==> config.mk <==
export PLATFORM = sky130hd
export DESIGN_NAME = oa21_rr_arbiter
export DESIGN_NICKNAME = d
export VERILOG_FILES = /design/src/rtl/oa21_arb_pkg.sv /design/src/rtl/oa21_rr_pick.sv /design/src/rtl/oa21_rr_arbiter.sv
export SDC_FILE = /design/constraint.sdc
export NUM_CORES = 1
export LEC_CHECK = 0
export CAP_MARGIN = 20
export CORE_MARGIN = 5
export CORE_UTILIZATION = 35
export CTS_CLUSTER_SIZE = 30
export DETAILED_ROUTE_END_ITERATION = 16
export MAX_ROUTING_LAYER = met4
export SYNTH_ARGS = -nofsm -noshare
export SYNTH_HDL_FRONTEND = slang
export SYNTH_SLANG_ARGS = --single-unit
==> constraint.sdc <==
create_clock -name CLK -period 2.58 [get_ports CLK]
set_input_delay 0.516 -clock CLK [delete_from_list [all_inputs] [get_ports CLK]]
set_output_delay 0.516 -clock CLK [all_outputs]
set_load 0.02 [all_outputs]
==> src/rtl/oa21_arb_pkg.sv <==
// Shared types and constants for the OR-AND qualified round-robin arbiter.
package oa21_arb_pkg;

    typedef enum logic [1:0] {
        IDLE    = 2'd0,
        GRANT   = 2'd1,
        RECOVER = 2'd2
    } arb_state_e;

    // Width of the grant hold counter; bounds HOLD_MAX to 255.
    localparam int HOLD_CNT_W = 8;

    // Bits needed to index n lanes (at least one bit).
    function automatic int lane_w(input int n);
        return (n > 1) ? $clog2(n) : 1;
    endfunction

endpackage

==> src/rtl/oa21_rr_pick.sv <==
// Circular first-one finder: returns the first set bit of mask at or after
// ptr, wrapping from N-1 back to 0, plus a flag saying whether any bit is set.
module oa21_rr_pick
    import oa21_arb_pkg::*;
#(
    parameter int N  = 4,
    parameter int IW = lane_w(N)
) (
    input  logic [N-1:0]  mask,
    input  logic [IW-1:0] ptr,
    output logic [IW-1:0] idx,
    output logic          found
);

    logic [N-1:0] rot;
    logic [IW:0]  sum;

    // Rotate so that bit 0 of rot corresponds to lane ptr.
    assign rot = N'({mask, mask} >> ptr);

    // Scan from the far end so the lowest rotated offset wins, then map back to a lane.
    always_comb begin
        found = 1'b0;
        sum   = '0;
        for (int k = N - 1; k >= 0; k--) begin
            if (rot[k]) begin
                found = 1'b1;
                sum   = {1'b0, ptr} + (IW + 1)'(k);
            end
        end
        if (sum >= (IW + 1)'(N)) begin
            sum = sum - (IW + 1)'(N);
        end
        idx = sum[IW-1:0];
    end

endmodule

==> src/rtl/oa21_rr_arbiter.sv <==
// Round-robin arbiter with OR-AND qualified requests, registered one-hot
// grants, hold timeout and a single RECOVER turnaround cycle per grant.
module oa21_rr_arbiter
    import oa21_arb_pkg::*;
#(
    parameter int N        = 4,
    parameter int HOLD_MAX = 8
) (
    input  logic                 CLK,
    input  logic                 RSTN,
    input  logic [N-1:0]         REQ,
    input  logic [N-1:0]         PRI,
    input  logic [N-1:0]         EN,
    input  logic                 DONE,
    output logic [N-1:0]         GNT,
    output logic                 GNT_VLD,
    output logic [$clog2(N)-1:0] GNT_ID,
    output logic                 ABORT,
    output logic                 BUSY
);

    localparam int IW = lane_w(N);
    localparam logic [N-1:0] LANE0 = N'(1);
    localparam logic [HOLD_CNT_W-1:0] HOLD_LIM = HOLD_CNT_W'(HOLD_MAX);

    arb_state_e            state;
    logic [IW-1:0]         ptr;
    logic [IW-1:0]         owner;
    logic [HOLD_CNT_W-1:0] cnt;

    logic [N-1:0]  eff;
    logic [N-1:0]  hi;
    logic [IW-1:0] hi_idx;
    logic [IW-1:0] eff_idx;
    logic          hi_found;
    logic          eff_found;
    logic [IW-1:0] sel;
    logic          owner_en;
    logic          release_now;
    logic [IW-1:0] ptr_next;

    // A lane requests when REQ or PRI is high and its enable is set.
    assign eff = (REQ | PRI) & EN;
    assign hi  = PRI & EN;

    oa21_rr_pick #(.N(N), .IW(IW)) u_pick_hi (
        .mask  (hi),
        .ptr   (ptr),
        .idx   (hi_idx),
        .found (hi_found)
    );

    oa21_rr_pick #(.N(N), .IW(IW)) u_pick_eff (
        .mask  (eff),
        .ptr   (ptr),
        .idx   (eff_idx),
        .found (eff_found)
    );

    // Any priority request preempts the normal round-robin choice.
    assign sel = hi_found ? hi_idx : eff_idx;

    assign owner_en    = EN[owner];
    assign release_now = !owner_en || DONE || (cnt == HOLD_LIM);
    assign ptr_next    = (owner == IW'(N - 1)) ? '0 : owner + IW'(1);

    // Arbitration FSM; every output is registered alongside the state.
    always_ff @(posedge CLK or negedge RSTN) begin
        if (!RSTN) begin
            state   <= IDLE;
            ptr     <= '0;
            owner   <= '0;
            cnt     <= '0;
            GNT     <= '0;
            GNT_VLD <= 1'b0;
            GNT_ID  <= '0;
            ABORT   <= 1'b0;
            BUSY    <= 1'b0;
        end else begin
            ABORT <= 1'b0;
            case (state)
                IDLE: begin
                    if (eff_found) begin
                        state   <= GRANT;
                        owner   <= sel;
                        cnt     <= HOLD_CNT_W'(1);
                        GNT     <= LANE0 << sel;
                        GNT_VLD <= 1'b1;
                        GNT_ID  <= sel;
                        BUSY    <= 1'b1;
                    end
                end
                GRANT: begin
                    if (release_now) begin
                        // EN drop outranks DONE; a release without DONE is an EN drop or timeout.
                        state   <= RECOVER;
                        GNT     <= '0;
                        GNT_VLD <= 1'b0;
                        GNT_ID  <= '0;
                        ABORT   <= !owner_en || !DONE;
                    end else begin
                        cnt <= cnt + HOLD_CNT_W'(1);
                    end
                end
                RECOVER: begin
                    state <= IDLE;
                    ptr   <= ptr_next;
                    BUSY  <= 1'b0;
                end
                default: begin
                    state <= IDLE;
                    BUSY  <= 1'b0;
                end
            endcase
        end
    end

endmodule

==> out/qor.yml, run 1 <==
track_usage_pct: 12.7
rows: 21
cp.arrival_ns: 2.34
cts_buffers: 3
root_buffer: "clkbuf_4"
min_period_over_period_pct: 83.0
gp_congestion: 0.846
via_count: 1081
synth_ff_type: "dfrtp_1"
ant_nets: 0
hold_path_class: "flip-flop to flip-flop"
powerDensity_nw_per_um2: 922
clock-sinks: 23
end_kind: "flip-flop"
ys_types: 40
portBuffers: 23
start_util_pct: 36.7
worstMarginPinSlew_ns: 0.607
slowest_delay_ns: 0.52
drv_slew: 0
cts_resized: 0
clkLatencyLatePin_ns: 0.30
ir_worst_vdd_mv: 0.411
synth_seq_cells: 23
drtIter0Drc: 46
cp.required_ns: 2.78
synth_warnings: 0
synth.avg_cell_area_sq_um: 9.86
status: "completed"
cts_max_path_buffers: 2
dr.pass1.iters: 4
setup_tns_ns: 0
place_hpwl_microns: 2150
relSlewSlack_pct: 59.1
antenna_found_initial: 0
power.leakage_nw: 0.668
die_area_sq_um: 4840
post_cts_buffers: 0
grt_pass1_vias: 1109
worst-path-buf-inv: 1
wire_per_inst_microns: 13.5
cts_tree: "yes"
syn_area_sq_um: 1240
cap_violations: 0
fill_cells: 320
placed_cell_area_sq_um: 1560
nets: 176
yosysTopAreaCell: "dfrtp_1"
worstPathCellList: "clkdlybuf4s50_1 > o21ai_0 > o21a_1 > a21oi_1 > o32a_1 > a22o_1"
htreeDepth: 1
grt_setup_unrepaired: "false"
period_needed_ns: 2.14
ys_seq_area_share_pct: 46.3
finalSetupViolCount: 0
syn-num-nets: 144
synth_edf_count: 0
overflow: 0
wirelength_microns: 2750
synth_top_area_share_pct: 46.3
path_class: "primary input to flip-flop"
diodes: 0
yosysMostFrequentCell: "dfrtp_1"
path_clk_slew_ns: 0.12
drc_errors: 0
synthTopCellsByCount: "dfrtp_1 (23), nand2_1 (13), nor2_1 (11), o21ai_0 (10), a21oi_1 (8)"
fin_area_sq_um: 1590
core_area_sq_um: 3390
io_pins: 24
cp_top_family: "compound AO/OA/AOI/OAI gates"
cp_max_fo: 4
die_h_microns: 69.6
synth.area.top_cells: "dfrtp_1 (46%), o21ai_0 (4.0%), nand2_1 (3.9%), xor2_1 (3.5%), nor2_1 (3.3%)"
fp.dieW_microns: 69.6
syn_inst: 126
finClkSkew_ns: 0.00281
area_growth_pct: 28.0
grt_pass1_wl_microns: 4940
layout-drive-gt1-share_pct: 10.8
worstSetupStartpointType: "primary input"
grt_max_degree: 24
cp_slowest_cell: "o21ai_0"
async_flop_share_pct: 100
cts-hold-fix-buffers: 0
hold_violations: 0
viasPerCell: 5.33
clock.fmax_mhz: 467
-- cells by family (layout without fill, tap and decap cells) --
group | count (synthesis) | in the layout | share of synthesized area, %
mux | 2 | 2 | 2.72
buf+inv | 9 | 40 | 3.32
xor+xnor | 5 | 5 | 3.52
fa+ha+maj | 3 | 3 | 3.02
simple gates | 43 | 43 | 16.9
flops | 23 | 23 | 46.3
compound gates | 41 | 41 | 24.2
-- cells in the final DEF, fill, tap and decap left out, types with 2 or more instances in the layout --
cell type	count
nand3_1	3
clkbuf_4	3
o221ai_1	2
nand2_1	13
o2111ai_1	2
inv_1	6
o21a_1	3
nor3_1	2
o21ai_0	10
clkdlybuf4s50_1	23
ha_1	3
and2_1	3
nor2b_1	2
buf_4	7
nand4_1	2
nor2_1	11
a21oi_1	8
dfrtp_1	23
o211ai_1	2
o31ai_1	2
xor2_1	5
a22o_1	2
-- path summary, 6_finish.rpt --
kind | slack [ns] | end | from | depth (start not counted)
max | 0.44 | GNT[0] | PRI[1] | 6
min | 0.50 | GNT[1] | GNT[1] | 2
max reg2reg | 0.49 | cnt[5] | cnt[0] | 7
min reg2reg | 0.50 | GNT[1] | GNT[1] | 2
max in group asynchronous | 1.81 | GNT_VLD | RSTN | 2
min in group asynchronous | 0.55 | cnt[7] | RSTN | 2
-- state kept, by name (all words and copies together), names as in the netlist --
register / cells
BUSY: 1
state: 2
owner: 2
GNT_VLD: 1
GNT: 4
ptr: 2
cnt: 8
ABORT: 1
GNT_ID: 2
-- area by class of cell --
cell class                      instances  area (sq um)  area share [%]
Multi-Input combinational cell         94           626            39.3
Sequential cell                        23           576            36.2
Timing Repair Buffer                   30           283            17.8
Tap cell                               46          57.6            3.62
Clock buffer                            4          26.3            1.65
Inverter                                6          22.5            1.42
-- through the flow --
stage	utilization [%]	worst slack (ns)	hold WS [ns]	total power [mW]	std cells
2_1_floorplan	-	0.607	0.220	1.02	126
3_5_place_dp	46.1	0.135	0.474	1.32	199
3_3_place_gp	46.1	0.0102	0.462	1.30	199
5_1_grt	46.9	0.293	0.543	1.59	203
4_1_cts	46.9	0.449	0.502	1.49	203
6_report	46.9	0.439	0.496	1.47	203
-- per-layer routing --
| metal | vias to the layer above | track usage (%) | part of all wire, % |
|---|---|---|---|
| met2 | 31 | 19.9 | 47 |
| met4 | 0 | 6.07 | 2.1 |
| met5 | - | - | 0 |
| met1 | 517 | 15.2 | 46 |
| li1 | 525 | - | - |
| met3 | 8 | 3.19 | 5.5 |
-- where the power goes --
group | switching [mW] | internal [mW] | total, mW | leakage (nW)
clock | 0.102 | 0.0603 | 0.163 | 0.0150
combinational | 0.375 | 0.344 | 0.720 | 0.360
sequential | 0.108 | 0.476 | 0.584 | 0.293
total | 0.586 | 0.880 | 1.47 | 0.668
-- worst reg2reg max path, cell delays in order (launching register included) --
cell       delay (ns)
dfrtp_1          0.46
inv_1            0.09
ha_1             0.14
or4b_1           0.46
o2111a_1         0.36
o2111ai_1        0.25
xor2_1           0.18
nor2_1           0.05
No activity file was read; power rests on OpenSTA's default activity.
==> inputs of run 2 (changes only) <==
clock period = 1.8 ns   (was 2.58 ns; I/O delays follow)
==> out/qor.yml, run 2 (synthesized netlist as in run 1, its figures left out) <==
cts-hold-fix-buffers: 0  # unchanged
wire_per_inst_microns: 14.2  # +4.9%
start_util_pct: 36.7  # unchanged
htreeDepth: 1  # unchanged
diodes: 0  # unchanged
top_regs: "cnt: 8 flops, GNT: 4 flops"
die_h_microns: 69.6  # unchanged
cp.arrival_ns: 2.10  # -0.24 ns
path_class: "flip-flop to flip-flop"
worstSetupStartpointType: "flip-flop"
power.leakage_nw: 0.848  # +27%
worstMarginPinSlew_ns: 0.355  # -0.252 ns
grt_pass1_wl_microns: 6010  # +22%
layout_commonest_cell: "buf_4"
end_kind: "flip-flop"
relSlewSlack_pct: 76.3  # +17 points
top_register: "cnt"
clock.fmax_mhz: 526
grt_pass1_vias: 1323  # +19%
track_usage_pct: 15.2  # +2.5 points
grt_setup_unrepaired: "true"
clock-sinks: 23  # unchanged
layout-drive-gt1-share_pct: 36.2  # +25 points
final_cell_mix: "buf_4 (37), dfrtp_1 (23), clkdlybuf4s50_1 (19), nand2_1 (11), nor2_1 (11)"
ff2ff_path_depth: 7  # unchanged
cts_buffers: 3  # unchanged
rrSetupSlack_ns: -0.10  # -0.59 ns
ant_nets: 0  # unchanged
largest_register_ffs: 8  # unchanged
setup_slack_ns: -0.103  # -0.542 ns
cts_max_path_buffers: 2  # unchanged
finalSetupViolCount: 9  # +9
drc_errors: 0  # unchanged
grt_max_degree: 24  # unchanged
die_area_sq_um: 4840  # unchanged
min_period_over_period_pct: 106
clkLatencyLatePin_ns: 0.30  # about the same
antenna_found_initial: 0  # unchanged
hold_violations: 0  # unchanged
viasPerCell: 5.18  # -2.7%
cp-endpoint: "cnt[3]"
path_clk_slew_ns: 0.12  # about the same
drtIter0Drc: 42  # -8.7%
root_buffer: "clkbuf_4"
powerDensity_nw_per_um2: 1290  # +39%
nets: 207  # +18%
cap_violations: 0  # unchanged
dpl_worst_slack_ns: -0.544  # -0.678 ns
io_pins: 24  # unchanged
fill_cells: 314  # -1.9%
r2r-start: "cnt[1]"
via_count: 1212  # +12%
cp.required_ns: 2.00  # -0.78 ns
status: "finished, violations left"
violations: "negative setup slack"
place_hpwl_microns: 2530  # +18%
whs_ns: 0.396  # -0.0992 ns
wirelength_microns: 3320  # +21%
area_growth_pct: 54.7
gp_congestion: 0.912  # +7.9%
hold_path_class: "primary input to asynchronous set/reset pin"
finClkSkew_ns: 0.00465  # +0.00184 ns
drv_slew: 0  # unchanged
cp_max_fo: 8  # +4
dr.pass1.iters: 4  # unchanged
overflow: 0  # unchanged
rows: 21  # unchanged
portBuffers: 23  # unchanged
core_area_sq_um: 3390  # unchanged
period_needed_ns: 1.90
ir_worst_vdd_mv: 0.664  # +62%
reg2reg_to: "cnt[3]"
startpoint: "cnt[1]"
fp.dieW_microns: 69.6  # unchanged
cts_tree: "yes"
==> run 2: layout make-up <==
class / count / area [sq um] / area share, %
Tap cell: 46 / 57.6 / 2.99
Multi-Input combinational cell: 95 / 729 / 38.0
Inverter: 6 / 22.5 / 1.17
Clock buffer: 4 / 26.3 / 1.37
Sequential cell: 23 / 576 / 29.9
Timing Repair Buffer: 60 / 510 / 26.6
==> run 2: stage by stage <==
| stage | cell area, sq um | total power [mW] | setup TNS (ns) | instances | util [%] |
|---|---|---|---|---|---|
| after CTS | 1880 | 2.43 | -0.755 | 233 | 55.4 |
| after global routing | 1920 | 2.67 | -1.52 | 234 | 56.7 |
| after floorplan | 1260 | 1.48 | -0.651 | 126 | - |
| after global placement | 1770 | 2.06 | -7.06 | 224 | 52.2 |
| final | 1920 | 2.47 | -0.509 | 234 | 56.7 |
| after detailed placement | 1770 | 2.08 | -7.91 | 224 | 52.2 |
==> run 2: report_power, final <==
group          switching [mW]  internal, mW
combinational           0.707         0.717
clock                   0.144        0.0862
sequential              0.135         0.682
total                   0.986          1.49
==> run 2: metal layers <==
metal,part of all wire [%],track usage [%],vias up,routed length [microns]
met1,44,18.0,582,1450
met3,3.9,2.61,4,130
li1,-,-,593,-
met4,0.99,4.34,0,33
met2,51,26.4,33,1710
met5,0,-,-,0
==> run 2: critical path, stage by stage, from the launching register on <==
cell	delay, ns
dfrtp_1	0.41
inv_2	0.06
ha_1	0.12
or4b_4	0.45
o2111a_2	0.33
o2111ai_2	0.20
xor2_1	0.18
nor2_1	0.05
==> run 2: how the worst min path moves through the flow <==
stage | endpoint | cells after the start
global route | cnt[2] | 2
detailed placement | GNT_ID[0] | 2
global placement | GNT_VLD | 2
finish | cnt[3] | 2
CTS | cnt[2] | 2
floorplan | ABORT | 0
==> run 2: repair_timing <==
action                     in CTS  in global routing
pin swaps                       7                 21
cloned                          1                  0
resized for setup              17                 14
buffers inserted                5                  1
setup endpoints to repair      17                 17
==> inputs of run 3 (changes only) <==
CTS_BUF_LIST = sky130_fd_sc_hd__clkbuf_8 sky130_fd_sc_hd__clkbuf_16   (was not set)
==> out/qor.yml, run 3 (synthesized netlist as in run 1, its figures left out) <==
status: "finished, violations left"
violations: "negative setup slack"
htreeDepth: 1  # unchanged
dpl_worst_slack_ns: -0.544  # unchanged
path_class: "flip-flop to flip-flop"
path_clk_slew_ns: 0.08  # -0.04 ns
min_period_over_period_pct: 107  # +1.2 points
io_pins: 24  # unchanged
fp.dieW_microns: 69.6  # unchanged
finalPower_mw: 2.60  # +5.3%
final_cell_mix: "buf_4 (35), dfrtp_1 (23), clkdlybuf4s50_1 (16), nor2_1 (11), nand2_1 (8)"
finClkSkew_ns: 0.00180  # -0.00286 ns
grt_setup_unrepaired: "true"
rrSetupSlack_ns: -0.12  # -0.02 ns
dr.pass1.iters: 4  # unchanged
antenna_found_initial: 0  # unchanged
relSlewSlack_pct: 78.0  # +1.7 points
layout_commonest_cell: "buf_4"
cp_slowest_cell: "or4b_4"
setup_slack_ns: -0.124  # -0.0213 ns
top_regs: "cnt: 8 flops, GNT: 4 flops"
via_count: 1256  # +3.6%
wire_per_inst_microns: 15.0  # +6.0%
fin_area_sq_um: 1970  # +2.7%
layout-drive-gt1-share_pct: 39.4  # +3.2 points
cap_violations: 0  # unchanged
clock-sinks: 23  # unchanged
finalSetupViolCount: 10  # +1
reg2reg_to: "cnt[6]"
gp_congestion: 0.912  # unchanged
viasPerCell: 5.37  # +3.6%
power.leakage_nw: 0.884  # +4.2%
cp.arrival_ns: 2.08  # -0.02 ns
worstSetupStartpointType: "flip-flop"
fill_cells: 302  # -3.8%
diodes: 0  # unchanged
grt_pass1_vias: 1348  # +1.9%
cp_max_fo: 7  # -1
root_buffer: "clkbuf_8"
place_inst: 224  # unchanged
ir_worst_vdd_mv: 0.640  # -3.7%
core_area_sq_um: 3390  # unchanged
wirelength_microns: 3520  # +6.0%
track_usage_pct: 15.9  # +0.65 points
grt_max_degree: 24  # unchanged
cts_max_path_buffers: 2  # unchanged
top_register: "cnt"
end_kind: "flip-flop"
drv_slew: 0  # unchanged
rows: 21  # unchanged
drc_errors: 0  # unchanged
die_h_microns: 69.6  # unchanged
largest_register_ffs: 8  # unchanged
area_growth_pct: 58.8
place_hpwl_microns: 2530  # unchanged
die_area_sq_um: 4840  # unchanged
r2r-start: "cnt[1]"
overflow: 0  # unchanged
grt_pass1_wl_microns: 6220  # +3.4%
worstMarginPinSlew_ns: 0.328  # -0.0269 ns
cts_buffers: 3  # unchanged
ff2ff_path_depth: 8  # +1
placed_cell_area_sq_um: 1770  # unchanged
powerDensity_nw_per_um2: 1320  # +2.5%
hold_path_class: "primary input to asynchronous set/reset pin"
portBuffers: 23  # unchanged
stdcell_count: 234  # unchanged
hold_violations: 0  # unchanged
cp.required_ns: 1.95  # -0.05 ns
clkLatencyLatePin_ns: 0.26  # -0.04 ns
period_needed_ns: 1.92  # +0.0213 ns
worstPathCellList: "inv_2 > ha_1 > or4b_4 > o2111a_2 > buf_6 > nand4_1 > xor2_1 > nor2_1"
slowest_delay_ns: 0.45  # about the same
clock.fmax_mhz: 520  # -1.1%
cts_tree: "yes"
nets: 207  # unchanged
ant_nets: 0  # unchanged
start_util_pct: 36.7  # unchanged
drtIter0Drc: 46  # +9.5%
==> run 3: cell types whose count changed in the layout (fill, tap and decap cells not counted), sizes merged <==
cell           change
clkdlybuf4s50      -3
inv                +1
dlygate4sd2        +2
clkbuf             -1
dlymetal6s2s       +1
==> run 3: layout make-up <==
| cell class | count | area [sq um] | share of cell area, % |
|---|---|---|---|
| clock buffer | 3 | 41.3 | 2.09 |
| clock inverter | 1 | 3.75 | 0.190 |
| sequential | 23 | 576 | 29.2 |
| multi-input combinational | 95 | 754 | 38.2 |
| inverter | 6 | 22.5 | 1.14 |
| tap | 46 | 57.6 | 2.92 |
| timing repair buffer | 60 | 518 | 26.3 |
==> run 3: power by group <==
part,switching [mW],internal (mW)
logic,0.733,0.734
clock network,0.156,0.152
registers,0.143,0.683
total,1.03,1.57
==> run 3: worst max path at each step <==
stage	slack, ns	cells after the start	to	from
global route	-0.24	8	cnt[6]	cnt[1]
global placement	-0.45	6	cnt[7]	EN[3]
floorplan	-0.14	8	cnt[5]	cnt[0]
detailed placement	-0.54	6	cnt[7]	EN[1]
finish	-0.12	8	cnt[6]	cnt[1]
CTS	-0.09	7	cnt[3]	cnt[1]
==> run 3: per-layer routing <==
layer  track usage, %  routed length [microns]  up-vias
li1                 -                        -      593
met3             2.90                      193        5
met5                -                        0        -
met4             4.34                       35        0
met2             28.1                     1870       39
met1             18.3                     1420      619
==> run 3: per-stage QoR <==
stage,hold WS (ns),TNS (ns),util [%]
finish,0.447,-0.609,58.2
floorplan,0.0644,-0.651,-
global route,0.489,-1.87,58.2
detailed placement,0.466,-7.91,52.2
global placement,0.460,-7.06,52.2
CTS,0.453,-0.650,56.6
==> run 3: timing repair <==
item / 4_1_cts / 5_1_grt
gates resized for setup: 26 / 17
setup buffers: 4 / 1
setup endpoints to repair: 17 / 17
pin swaps: 10 / 14
gates cloned: 1 / 0
hold buffers: 0 / 0
==> run 3: worst max-delay path, delay by kind of cell (launching register included) <==
kind	cells	cell delay [ns]
adders and majority gates	1	0.12
buffers and inverters	2	0.19
and+or+nand+nor	3	0.60
AOI/OAI and AO/OA	1	0.33
DFF	1	0.40
xor gates and xnor gates	1	0.17
